### src/rtl/sfifo_pkg.sv
// Shared helpers for the sfifo_flex family: address-width derivation and
// parameter legality checks used at elaboration.
package sfifo_pkg;

  function automatic int addr_w(input int depth);
    return $clog2(depth);
  endfunction

  function automatic bit params_ok(input int depth, input int af_level,
                                   input int ae_level, input int fwft);
    return (depth >= 4) && ((depth & (depth - 1)) == 0) &&
           (af_level >= 1) && (af_level <= depth) &&
           (ae_level >= 0) && (ae_level <= depth - 1) &&
           ((fwft == 0) || (fwft == 1));
  endfunction

endpackage

### src/rtl/sfifo_ram.sv
// Simple dual-port RAM, one clock, registered read port with reset on the
// output register so the read data has a defined value after reset.
module sfifo_ram #(
  parameter int WIDTH = 8,
  parameter int AW    = 4
) (
  input  logic             clk,
  input  logic             rst_n,
  input  logic             i_we,
  input  logic [AW-1:0]    i_waddr,
  input  logic [WIDTH-1:0] i_wdata,
  input  logic             i_re,
  input  logic [AW-1:0]    i_raddr,
  output logic [WIDTH-1:0] o_rdata
);

  logic [WIDTH-1:0] r_mem [0:(1<<AW)-1];

  // storage array, written on accepted writes
  always_ff @(posedge clk) begin
    if (i_we) begin
      r_mem[i_waddr] <= i_wdata;
    end
  end

  // registered read port, holds when not enabled
  always_ff @(posedge clk or negedge rst_n) begin
    if (!rst_n) begin
      o_rdata <= {WIDTH{1'b0}};
    end else if (i_re) begin
      o_rdata <= r_mem[i_raddr];
    end else begin
      o_rdata <= o_rdata;
    end
  end

endmodule

### src/rtl/sfifo_flex.sv
// Single-clock FIFO with occupancy count, programmable almost flags, sticky
// error flags and an optional first-word-fall-through read port.
module sfifo_flex
  import sfifo_pkg::*;
#(
  parameter int WIDTH    = 8,
  parameter int DEPTH    = 16,
  parameter int AF_LEVEL = 12,
  parameter int AE_LEVEL = 4,
  parameter int FWFT     = 0
) (
  input  logic                   clk,
  input  logic                   rst_n,
  input  logic                   winc,
  input  logic                   rinc,
  input  logic [WIDTH-1:0]       wdata,
  input  logic                   clr_err,
  output logic                   wfull,
  output logic                   rempty,
  output logic                   almost_full,
  output logic                   almost_empty,
  output logic [$clog2(DEPTH):0] count,
  output logic                   overflow,
  output logic                   underflow,
  output logic [WIDTH-1:0]       rdata
);

  localparam int AW = addr_w(DEPTH);
  localparam int PW = AW + 1;
  localparam int CW = AW + 1;
  localparam bit IS_FWFT = (FWFT != 0);
  localparam logic [CW-1:0] DEPTH_C = CW'(DEPTH);
  localparam logic [CW-1:0] AF_C    = CW'(AF_LEVEL);
  localparam logic [CW-1:0] AE_C    = CW'(AE_LEVEL);

  if (!params_ok(DEPTH, AF_LEVEL, AE_LEVEL, FWFT)) begin : g_bad_params
    $error("sfifo_flex: illegal DEPTH/AF_LEVEL/AE_LEVEL/FWFT combination");
  end

  logic [PW-1:0] r_wptr;
  logic [PW-1:0] r_rptr;
  logic [CW-1:0] r_count;
  logic          r_wfull;
  logic          r_rempty;
  logic          r_af;
  logic          r_ae;
  logic          r_ovf;
  logic          r_udf;
  logic          r_ov;

  logic          w_wen;
  logic          w_ren;
  logic          w_ram_has_data;
  logic          w_ram_ren;
  logic          w_ov_nxt;
  logic [CW-1:0] w_count_nxt;
  logic          w_rempty_nxt;
  logic          w_ovf_nxt;
  logic          w_udf_nxt;
  logic [WIDTH-1:0] w_ram_rdata;

  assign w_wen          = winc & ~r_wfull;
  assign w_ren          = rinc & ~r_rempty;
  assign w_ram_has_data = (r_wptr != r_rptr);

  // RAM read enable and head-register valid; in FWFT mode the RAM read
  // register doubles as the head register and is refilled whenever free
  always_comb begin
    w_ram_ren = w_ren;
    w_ov_nxt  = 1'b0;
    if (IS_FWFT) begin
      w_ram_ren = w_ram_has_data & (~r_ov | w_ren);
      if (w_ram_ren) begin
        w_ov_nxt = 1'b1;
      end else if (w_ren) begin
        w_ov_nxt = 1'b0;
      end else begin
        w_ov_nxt = r_ov;
      end
    end else begin
      w_ram_ren = w_ren;
      w_ov_nxt  = 1'b0;
    end
  end

  // next count, empty and sticky error values
  always_comb begin
    w_count_nxt = r_count;
    case ({w_wen, w_ren})
      2'b10:   w_count_nxt = r_count + CW'(1);
      2'b01:   w_count_nxt = r_count - CW'(1);
      default: w_count_nxt = r_count;
    endcase
    if (IS_FWFT) begin
      w_rempty_nxt = ~w_ov_nxt;
    end else begin
      w_rempty_nxt = (w_count_nxt == CW'(0));
    end
    w_ovf_nxt = (winc & r_wfull) | (r_ovf & ~clr_err);
    w_udf_nxt = (rinc & r_rempty) | (r_udf & ~clr_err);
  end

  // pointers, count and all flags, registered from next-state values
  always_ff @(posedge clk or negedge rst_n) begin
    if (!rst_n) begin
      r_wptr   <= PW'(0);
      r_rptr   <= PW'(0);
      r_count  <= CW'(0);
      r_wfull  <= 1'b0;
      r_rempty <= 1'b1;
      r_af     <= 1'b0;
      r_ae     <= 1'b1;
      r_ovf    <= 1'b0;
      r_udf    <= 1'b0;
      r_ov     <= 1'b0;
    end else begin
      r_wptr   <= w_wen ? r_wptr + PW'(1) : r_wptr;
      r_rptr   <= w_ram_ren ? r_rptr + PW'(1) : r_rptr;
      r_count  <= w_count_nxt;
      r_wfull  <= (w_count_nxt == DEPTH_C);
      r_rempty <= w_rempty_nxt;
      r_af     <= (w_count_nxt >= AF_C);
      r_ae     <= (w_count_nxt <= AE_C);
      r_ovf    <= w_ovf_nxt;
      r_udf    <= w_udf_nxt;
      r_ov     <= w_ov_nxt;
    end
  end

  sfifo_ram #(
    .WIDTH (WIDTH),
    .AW    (AW)
  ) u_ram (
    .clk     (clk),
    .rst_n   (rst_n),
    .i_we    (w_wen),
    .i_waddr (r_wptr[AW-1:0]),
    .i_wdata (wdata),
    .i_re    (w_ram_ren),
    .i_raddr (r_rptr[AW-1:0]),
    .o_rdata (w_ram_rdata)
  );

  assign wfull        = r_wfull;
  assign rempty       = r_rempty;
  assign almost_full  = r_af;
  assign almost_empty = r_ae;
  assign count        = r_count;
  assign overflow     = r_ovf;
  assign underflow    = r_udf;
  assign rdata        = w_ram_rdata;

endmodule

### config.mk
export PLATFORM = sky130hd
export DESIGN_NAME = sfifo_flex
export DESIGN_NICKNAME = d
export VERILOG_FILES = /design/src/rtl/sfifo_pkg.sv /design/src/rtl/sfifo_ram.sv /design/src/rtl/sfifo_flex.sv
export SDC_FILE = /design/constraint.sdc
export NUM_CORES = 1
export LEC_CHECK = 0
export BUFFER_PORTS_ARGS = -buffer_cell sky130_fd_sc_hd__buf_2
export CAP_MARGIN = 20
export CORE_ASPECT_RATIO = 1.5
export CORE_MARGIN = 3
export CORE_UTILIZATION = 54
export CTS_CLUSTER_SIZE = 28
export DETAILED_ROUTE_END_ITERATION = 12
export PLACE_DENSITY = 0.74
export RECOVER_POWER = 25
export SYNTH_ARGS = -nofsm -noshare
export SYNTH_HDL_FRONTEND = slang
export SYNTH_SLANG_ARGS = --single-unit
export TNS_END_PERCENT = 1
### constraint.sdc
create_clock -name clk -period 2.45 [get_ports clk]
set_input_delay 0.49 -clock clk [delete_from_list [all_inputs] [get_ports clk]]
set_output_delay 0.49 -clock clk [all_outputs]
set_load 0.05 [all_outputs]
==> qor.yml, run 1 <==
status: "finished, final reports clean"
core_sq_um: 11110
power.internal_uw: 6124
cts_tree: "built"
synth_top_flop_cell: "edfxtp_1"
synth_top_area_share_pct: 61.90
drt-vias-per-instance: 5.781
route.final.wire_length_microns: 11260
drt_iter0_drc: 200
dr.pass1.iters: 4
htreeDepth: 4
cts_root_buffer: "clkbuf_16"
ys_seq_area_share_pct: 72.82
required_ps: 2750
die_h_microns: 137.3
vias: 3058
die_area_sq_um: 12850
drc_errors: 0
synthCells: 321
layout.nets: 389
grt_pass1_vias: 3281
place_congestion: 0.7672
switchingPower_uw: 2994
syn-cell-area_sq_um: 6210
rows: 47
synthArstFlopShare_pct: 17.42
seqPwrFrac_pct: 39.9
worstSetupPathType: "reg2reg"
slew_viol_final: 0
power_density_nw_per_um2: 1261
post_drt_wl_per_cell_microns: 21.29
synth_top_area_cell: "edfxtp_1"
dpl.hpwl_microns: 7211
ir_drop_v: 0.0005513
cts_made_buffers: 17
ctsHoldBuffers: 0
cp-start-kind: "flop"
yosys_warnings: 0
io_buffers: 31
final_common_cell: "edfxtp_1"
fin_crit_ps: 2359
syn_nets: 341
worst_slew_pin_slew_ps: 1390
clockPowerShare_pct: 26.7
path_clk_slew_ps: 60
cts.path.max_buffers: 2
synth_edf_count: 128
ys_ff_latch: 155
n_antenna_cell: 0
endpoint_kind: "flop"
layout_common_cells: "128 x edfxtp_1, 40 x mux4_2, 34 x nand2_1, 23 x dfrtp_1, 22 x buf_2"
grt_usage_pct: 19.77
ff2ff_setup_slack_ps: 90
fin_util_pct: 65.08
combPwrFrac_pct: 33.4
hold_path.class: "in2reg"
ant_nets: 0
pre_cts_ws_ps: -99.12
clkLatencyLatePin_ps: 410
avgSynthCellArea_sq_um: 19.34
setup_viol: 0
critPathArrivalTime_ps: 2660
hold_viol: 0
initial_core_util_pct: 55.87
max_slew_margin_pct: 7.336
synthToLayoutAreaGrowth_pct: 16.48
synth_cell_types: 36
ios: 32
switching_share_pct: 32.83
antenna_found_initial: 0
overflow: 0
fmax_ghz: 0.4239
finalPower_uw: 9118
ys_top_cells_by_area: "edfxtp_1 62%, mux4_2 15%, dfrtp_1 10%"
fin_skew_ps: 5.134
leakagePower_uw: 0.002534
clkSinkCount: 155
final_layout_size_suffix_gt1_share_pct: 31.94
grt_pass1_wl_microns: 18170
setup_ws_ps: 90.97
crit_fanout: 6
drv_cap: 0
grt_max_degree: 36
die_w_microns: 93.56
period_share_pct: 96.29
## cells in the mapped netlist, types with 2 or more instances
master,count
o21ai_0,6
nand2_1,34
clkbuf_1,9
a31oi_1,2
xnor2_1,9
ha_1,7
dfrtp_1,25
nor2_1,3
xor2_2,2
nand4_1,2
dfstp_2,2
inv_1,4
nor3_1,2
nor4b_1,2
a21oi_1,3
nor3b_1,3
buf_2,5
mux4_2,40
edfxtp_1,128
and3_1,2
and2_1,16
## cells by family (layout without fill, tap and decap cells)
kind of cell | after synthesis | after routing | share of synthesized area, %
flip-flops | 155 | 155 | 72.82
AND/OR/NAND/NOR | 70 | 70 | 5.924
multiplexers | 41 | 41 | 14.69
buffers and inverters | 21 | 82 | 1.692
AO/OA/AOI/OAI | 15 | 15 | 1.531
XOR/XNOR | 12 | 12 | 1.934
adder cells (fa/ha/maj) | 7 | 7 | 1.410
## metrics by stage
step	instances	TNS (ps)	instance area (sq um)	hold slack (ps)
after global routing	529	-16.41	7233	288.5
after detailed placement	493	-202.0	6598	457.4
after global placement	493	0	6598	458.1
after CTS	527	0	7188	78.99
final	529	0	7233	272.1
after floorplan	321	0	6236	194.4
## power groups by stage
stage / clock network [uW] / logic (uW) / registers, uW
after detailed placement: 0 / 2900 / 3670
after global routing: 2600 / 3270 / 3690
final: 2440 / 3040 / 3640
after floorplan: 0 / 1800 / 4020
after CTS: 2480 / 2980 / 3630
after global placement: 0 / 2860 / 3640
## path summary, 6_finish.rpt
| path | from | to | depth (start not counted) |
|---|---|---|---|
| worst min-delay path | clr_err | overflow | 2 |
| worst max register to register | rempty | almost_full | 11 |
| max in group asynchronous | rst_n | wfull | 1 |
| min in group asynchronous | rst_n | u_ram.o_rdata[4] | 1 |
| worst min register to register | u_ram.o_rdata[0] | u_ram.o_rdata[0] | 2 |
| worst max-delay path | rempty | almost_full | 11 |
## area by class of cell
class / count / area, sq um
sequential: 155 / 4524
fill: 740 / 3881
multi-input combinational: 145 / 1659
clock buffer: 26 / 530.5
timing repair buffer: 44 / 266.5
tap: 147 / 183.9
inverter: 6 / 37.54
clock inverter: 6 / 31.28
## layer usage
metal  vias up  wire length, microns  track usage [%]
li1       1352                     -                -
met1      1613                  4378            23.44
met2        78                  6315            34.42
met3        15                   402            5.464
met4         0                   165            7.470
met5         -                     0                0
## critical path, stage by stage, from the launching register on
cell and delay (ps):
dfstp_2 540, nand2b_4 160, inv_8 50, nand2_8 80, xnor2_4 120, ha_4 180
nor3b_2 170, a31oi_1 130, a221oi_2 360, xor2_2 160, buf_4 160, a21o_1 150
## timing repair
item | 4_1_cts | 5_1_grt
pin swaps | 3 | 3
setup endpoints to repair | 1 | 5
resized for setup | 2 | 5
buffers inserted | 2 | 2
## registers in the layout, summed over array words and instances, names as in the netlist
signal	cells
rempty	1
r_wptr	4
overflow	1
u_ram.o_rdata	8
r_rptr	4
wfull	1
underflow	1
u_ram.r_mem	128
almost_full	1
count	5
almost_empty	1
No activity file was read; power rests on OpenSTA's default activity.
==> run 2, diff against run 1 <==
Settings changed: CORE_UTILIZATION 54 to 55, PLACE_DENSITY 0.74 to 0.76, SYNTH_HIERARCHICAL set to 1.
==> run 2 against run 1 <==
  * Synthesized cell count grew 2.8%
  * Worst setup slack lost 52 ps
  * Cell count rose by 4.0%
  * Clock power hardly changed
  * Global-route usage up 0.95 points
  * Largest power group unchanged
  * Total power rose by 1.7%
  * Fmax down 2.1%
==> qor.yml, run 2 <==
synth_cell_types: 52  # +44%
cts.path.max_buffers: 2  # unchanged
clockPowerShare_pct: 26.4  # -0.3 points
setup_ws_ps: 39.32  # -51.65 ps
die_area_sq_um: 12900  # +0.38%
pre_cts_ws_ps: 0.4379  # +99.56 ps
core_sq_um: 11170  # +0.53%
required_ps: 2780  # +30 ps
cts_root_buffer: "clkbuf_16"
grt_usage_pct: 20.72  # +0.95 points
synth_edf_count: 128  # unchanged
hold_viol: 0  # unchanged
critPathArrivalTime_ps: 2740  # +80 ps
route.final.wire_length_microns: 12070  # +7.2%
slew_viol_final: 0  # unchanged
grt_pass1_wl_microns: 18990  # +4.5%
avgSynthCellArea_sq_um: 19.24  # -0.53%
grt_max_degree: 28  # -22%
syn_nets: 347  # +1.8%
nFillCells: 758  # +2.4%
fin_skew_ps: 8.266  # +3.133 ps
grt_setup_unrepaired: "yes"
ios: 32  # unchanged
layout.nets: 407  # +4.6%
power_density_nw_per_um2: 1268  # +0.63%
worst_slew_pin_slew_ps: 669.2  # -720.7 ps
multi_input_area_sq_um: 1643  # -0.98%
drv_cap: 0  # unchanged
dpl.hpwl_microns: 7742  # +7.4%
synthArstFlopShare_pct: 17.42  # unchanged
synth.most_common_cell: "edfxtp_1"
ant_nets: 0  # unchanged
antenna_found_initial: 0  # unchanged
crit_fanout: 7  # +1
final_layout_size_suffix_gt1_share_pct: 32.75  # +0.82 points
ctsHoldBuffers: 0  # unchanged
rows: 47  # unchanged
drt-vias-per-instance: 5.944  # +2.8%
fin_crit_ps: 2411  # +51.65 ps
status: "finished, final reports clean"
yosys_warnings: 6  # +6
layout_common_cells: "128 x edfxtp_1, 27 x buf_4, 26 x mux4_2, 25 x dfrtp_1"
seqPwrFrac_pct: 39.3  # -0.6 points
regArea_sq_um: 4522  # about the same
fin_util_pct: 65.40  # +0.32 points
final_common_cell: "edfxtp_1"
period_share_pct: 98.40  # +2.1 points
ir_drop_v: 0.0009809  # +78%
synthToLayoutAreaGrowth_pct: 15.07
dr.pass1.iters: 5  # +1
endpoint_kind: "flop"
place_congestion: 0.8403  # +9.5%
cts_made_buffers: 17  # unchanged
drt_iter0_drc: 271  # +36%
cts_tree: "built"
initial_core_util_pct: 56.83  # +0.96 points
power.internal_uw: 6094  # -0.48%
hold_path.class: "in2async"
switchingPower_uw: 3174  # +6.0%
synth_top_flop_cell: "edfxtp_1"
setup_viol: 0  # unchanged
synthCells: 330  # +2.8%
cp-start-kind: "flop"
regMostFlops: "u_ram/r_mem"
vias: 3269  # +6.9%
grt_pass1_vias: 3382  # +3.1%
path_clk_slew_ps: 60  # about the same
post_drt_wl_per_cell_microns: 21.95  # +3.1%
n_antenna_cell: 0  # unchanged
max_slew_margin_pct: 55.38  # +48 points
synth_top_area_cell: "edfxtp_1"
die_w_microns: 93.73  # +0.19%
die_h_microns: 137.6  # +0.19%
worstSetupPathType: "reg2reg"
finalPower_uw: 9269  # +1.7%
yosys-top-cells-count: "128 x edfxtp_1, 26 x mux4_2, 25 x dfrtp_1, 23 x nor2_1, 14 x nand2_1"
io_buffers: 31  # unchanged
fmax_ghz: 0.4148  # -2.1%
syn-cell-area_sq_um: 6350  # +2.3%
overflow: 0  # unchanged
clkLatencyLatePin_ps: 420  # about the same
clkSinkCount: 155  # unchanged
synth_top_area_share_pct: 60.53  # -1.4 points
ctsResizeCount: 0  # -2
ys_top_cells_by_area: "edfxtp_1 61%, dfrtp_1 9.9%, mux4_2 9.2%"
switching_share_pct: 34.25  # +1.4 points
combPwrFrac_pct: 34.3  # +0.9 points
largest_reg_flops: 128  # unchanged
drc_errors: 0  # unchanged
leakagePower_uw: 0.002558  # +0.94%
ys_ff_latch: 155  # unchanged
htreeDepth: 4  # unchanged
ys_seq_area_share_pct: 71.21  # -1.6 points
run 2: cell types whose count changed after synthesis, sizes merged, moves of 11 or more:
cell	change
and2	-15
buf	+11
nand2	-21
nor2	+20
run 2: worst max-delay path, stage by stage (launching register included):
cell	delay [ps]
dfstp_2	530
nand2b_4	170
clkinv_4	70
nand2_4	70
xnor2_2	100
ha_2	220
a31oi_1	90
o32a_1	320
a211oi_2	260
xor2_2	270
nor4b_4	230
run 2: cells by family (layout without fill, tap and decap cells):
logic type / count (synthesis) / count (layout) / synth area share, %
xor gates and xnor gates: 12 / 12 / 1.892
muxes: 41 / 41 / 13.14
AOI/OAI and AO/OA: 34 / 34 / 4.729
buffers and inverters: 23 / 96 / 3.192
DFF: 155 / 155 / 71.21
and+or+nand+nor: 61 / 61 / 5.044
adders and majority gates: 4 / 4 / 0.7882
run 2: power groups by stage:
stage	clock (uW)	combinational [uW]	sequential, uW
floorplan	0	2100	4070
global placement	0	3090	3660
detailed placement	0	3150	3690
CTS	2470	3200	3650
global route	2620	3410	3700
finish	2450	3180	3640
run 2: path summary, 6_finish.rpt:
path / depth (start not counted) / from / slack, ps / endpoint
worst max-delay path: 10 / rempty / 40 / wfull
worst min-delay path: 1 / rst_n / 90 / count[0]
worst max register to register: 10 / rempty / 40 / wfull
worst min register to register: 2 / wfull / 510 / overflow
max in group asynchronous: 1 / rst_n / 1930 / u_ram/o_rdata[6]
min in group clk: 2 / clr_err / 260 / underflow
run 2: routing by layer:
| layer | track usage (%) | up-vias | share of wire, % |
|---|---|---|---|
| met4 | 9.076 | 0 | 2.4 |
| met1 | 25.03 | 1676 | 37 |
| li1 | - | 1442 | - |
| met2 | 35.80 | 130 | 55 |
| met3 | 4.426 | 21 | 5.3 |
| met5 | 0 | - | 0 |
run 2: final cells by class:
| type | count | share of cell area (%) |
|---|---|---|
| inverter | 5 | 0.4281 |
| timing repair buffer | 59 | 5.034 |
| sequential | 155 | 61.88 |
| multi-input combinational | 152 | 22.48 |
| clock inverter | 13 | 1.729 |
| tap | 147 | 2.517 |
| clock buffer | 19 | 5.925 |
run 2: what timing repair did:
| item | CTS | global route |
|---|---|---|
| setup buffers | 0 | 2 |
| hold endpoints to repair | 0 | 0 |
| setup endpoints to repair | 0 | 3 |
run 2: per-stage QoR:
step / hold WS (ps) / cell area, sq um / setup TNS (ps) / instances
3_3_place_gp: 499.9 / 6743 / 0 / 516
6_report: 91.97 / 7307 / 0 / 550
4_1_cts: 119.5 / 7302 / 0 / 548
2_1_floorplan: 194.4 / 6367 / -607.6 / 330
3_5_place_dp: 500.3 / 6743 / 0 / 516
5_1_grt: 138.0 / 7307 / -196.4 / 550
==> run 3, diff against run 2 <==
==> constraint.sdc (replaced) <==
create_clock -name clk -period 2.45 [get_ports clk]
set_input_delay 0.245 -clock clk [delete_from_list [all_inputs] [get_ports clk]]
set_output_delay 0.245 -clock clk [all_outputs]
set_load 0.05 [all_outputs]
==> run 3 against run 2 <==
  * Clock power up 6%
  * Non-clock buffer count grew 2
  * Clock skew shrank 1.2 ps
  * Critical endpoint unchanged
  * Critical path depth increased by 1
==> qor.yml, run 3 (same netlist as run 2, synthesis figures left out) <==
grt_pass1_wl_microns: 18390  # -3.2%
regMostFlops: "u_ram/r_mem"
initial_core_util_pct: 56.83  # unchanged
path_clk_slew_ps: 60  # about the same
grt_usage_pct: 20.20  # -0.52 points
worstSetupPathType: "reg2reg"
grt_max_degree: 28  # unchanged
pre_cts_ws_ps: 7.108  # +6.670 ps
die_area_sq_um: 12900  # unchanged
critPathArrivalTime_ps: 2700  # -40 ps
drt_iter0_drc: 199  # -27%
placed_area_sq_um: 6743  # unchanged
crit_fanout: 6  # -1
holdCritStartpoint: "clr_err"
cp-startpoint: "rempty"
final_layout_size_suffix_gt1_share_pct: 34.07  # +1.3 points
fin_util_pct: 66.06  # +0.66 points
synthToLayoutAreaGrowth_pct: 16.24
grt_pass1_vias: 3369  # -0.38%
fin_crit_ps: 2385  # -26.03 ps
route.final.wire_length_microns: 11740  # -2.8%
fin_skew_ps: 7.024  # -1.243 ps
cts_tree: "built"
cts_made_buffers: 17  # unchanged
cts.path.max_buffers: 2  # unchanged
overflow: 0  # unchanged
post-place-cells: 516  # unchanged
layout.nets: 409  # +0.49%
hold_path.class: "in2reg"
clkSinkCount: 155  # unchanged
rr_worst_depth: 11  # +1
worst_slew_pin_slew_ps: 664.5  # -4.700 ps
htreeDepth: 4  # unchanged
n_antenna_cell: 0  # unchanged
vias: 3241  # -0.86%
final_common_cell: "edfxtp_1"
place_congestion: 0.8284  # -1.4%
setup_viol: 0  # unchanged
min_path_cells: 2
max_slew_margin_pct: 55.70  # +0.31 points
dpl.hpwl_microns: 7777  # +0.44%
hold_end: "underflow"
cts_root_buffer: "clkbuf_16"
setup_ws_ps: 65.35  # +26.03 ps
whs_ps: 28.00  # -63.97 ps
cp-start-kind: "flop"
layout_common_cells: "128 x edfxtp_1, 28 x buf_4, 26 x mux4_2, 25 x dfrtp_1, 24 x buf_2"
post_drt_wl_per_cell_microns: 21.26  # -3.1%
core_sq_um: 11170  # unchanged
power_density_nw_per_um2: 1274  # +0.45%
final_area_sq_um: 7381  # +1.0%
io_buffers: 31  # unchanged
clkLatencyLatePin_ps: 410  # about the same
r2r_start: "rempty"
ir_drop_v: 0.001272  # +30%
die_h_microns: 137.6  # unchanged
hold_viol: 0  # unchanged
ios: 32  # unchanged
required_ps: 2770  # about the same
ff2ff_setup_slack_ps: 70  # +30 ps
drt-vias-per-instance: 5.871  # -1.2%
slew_viol_final: 0  # unchanged
leakagePower_uw: 0.002588  # +1.2%
instances_no_fill: 552  # +0.36%
endpoint_kind: "flop"
largest_reg_flops: 128  # unchanged
antenna_found_initial: 0  # unchanged
drv_cap: 0  # unchanged
status: "finished, final reports clean"
period_share_pct: 97.33  # -1.1 points
drc_errors: 0  # unchanged
ant_nets: 0  # unchanged
grt_setup_unrepaired: "yes"
fmax_ghz: 0.4193  # +1.1%
die_w_microns: 93.73  # unchanged
dr.pass1.iters: 4  # -1
reg2reg_to: "wfull"
rows: 47  # unchanged
[run 3: layer usage]
| layer | GRT usage (%) | part of all wire [%] | vias up |
|---|---|---|---|
| li1 | - | - | 1443 |
| met3 | 4.809 | 4.4 | 23 |
| met2 | 35.20 | 55 | 101 |
| met1 | 23.55 | 38 | 1674 |
| met4 | 9.317 | 2.1 | 0 |
| met5 | 0 | 0 | - |
[run 3: stage by stage]
stage,power (uW),setup TNS (ps)
final,9404,0
after global routing,9856,-77.02
after CTS,9457,0
after detailed placement,6825,0
after global placement,6732,0
after floorplan,6171,-607.6
[run 3: worst max path at each step]
stage,endpoint,slack (ps),depth (start not counted)
final,wfull,70,11
after global routing,wfull,-40,11
after CTS,wfull,20,10
after detailed placement,wfull,7,10
after global placement,wfull,120,10
after floorplan,wfull,-110,11
[run 3: what timing repair did]
item / in CTS / in global routing
endpoints found under the setup margin: 1 / 3
hold buffers: 1 / 0
pin swaps: 1 / 4
hold endpoints to repair: 25 / 0
resized for setup: 0 / 2
buffers inserted: 1 / 2
[run 3: layout make-up]
cell class                 count  area (sq um)
inverter                       5         31.28
fill                         757          3792
clock buffer                  20         456.7
multi-input combinational    152          1654
timing repair buffer          61         386.6
sequential                   155          4522
tap                          147         183.9
clock inverter                12         146.4
[run 3: critical path: stages (launching register included)]
cell,delay [ps]
dfstp_2,540
nand2b_4,180
clkinv_4,70
nand2_4,70
xnor2_2,100
ha_2,220
a22o_1,150
a21oi_1,70
o32a_1,180
a211oi_2,220
xor2_2,260
nor4b_4,240
[run 3: power by group]
| group | switching (uW) | internal (uW) |
|---|---|---|
| combinational | 1850 | 1310 |
| clock | 953 | 1640 |
| sequential | 321 | 3320 |
| total | 3130 | 6280 |
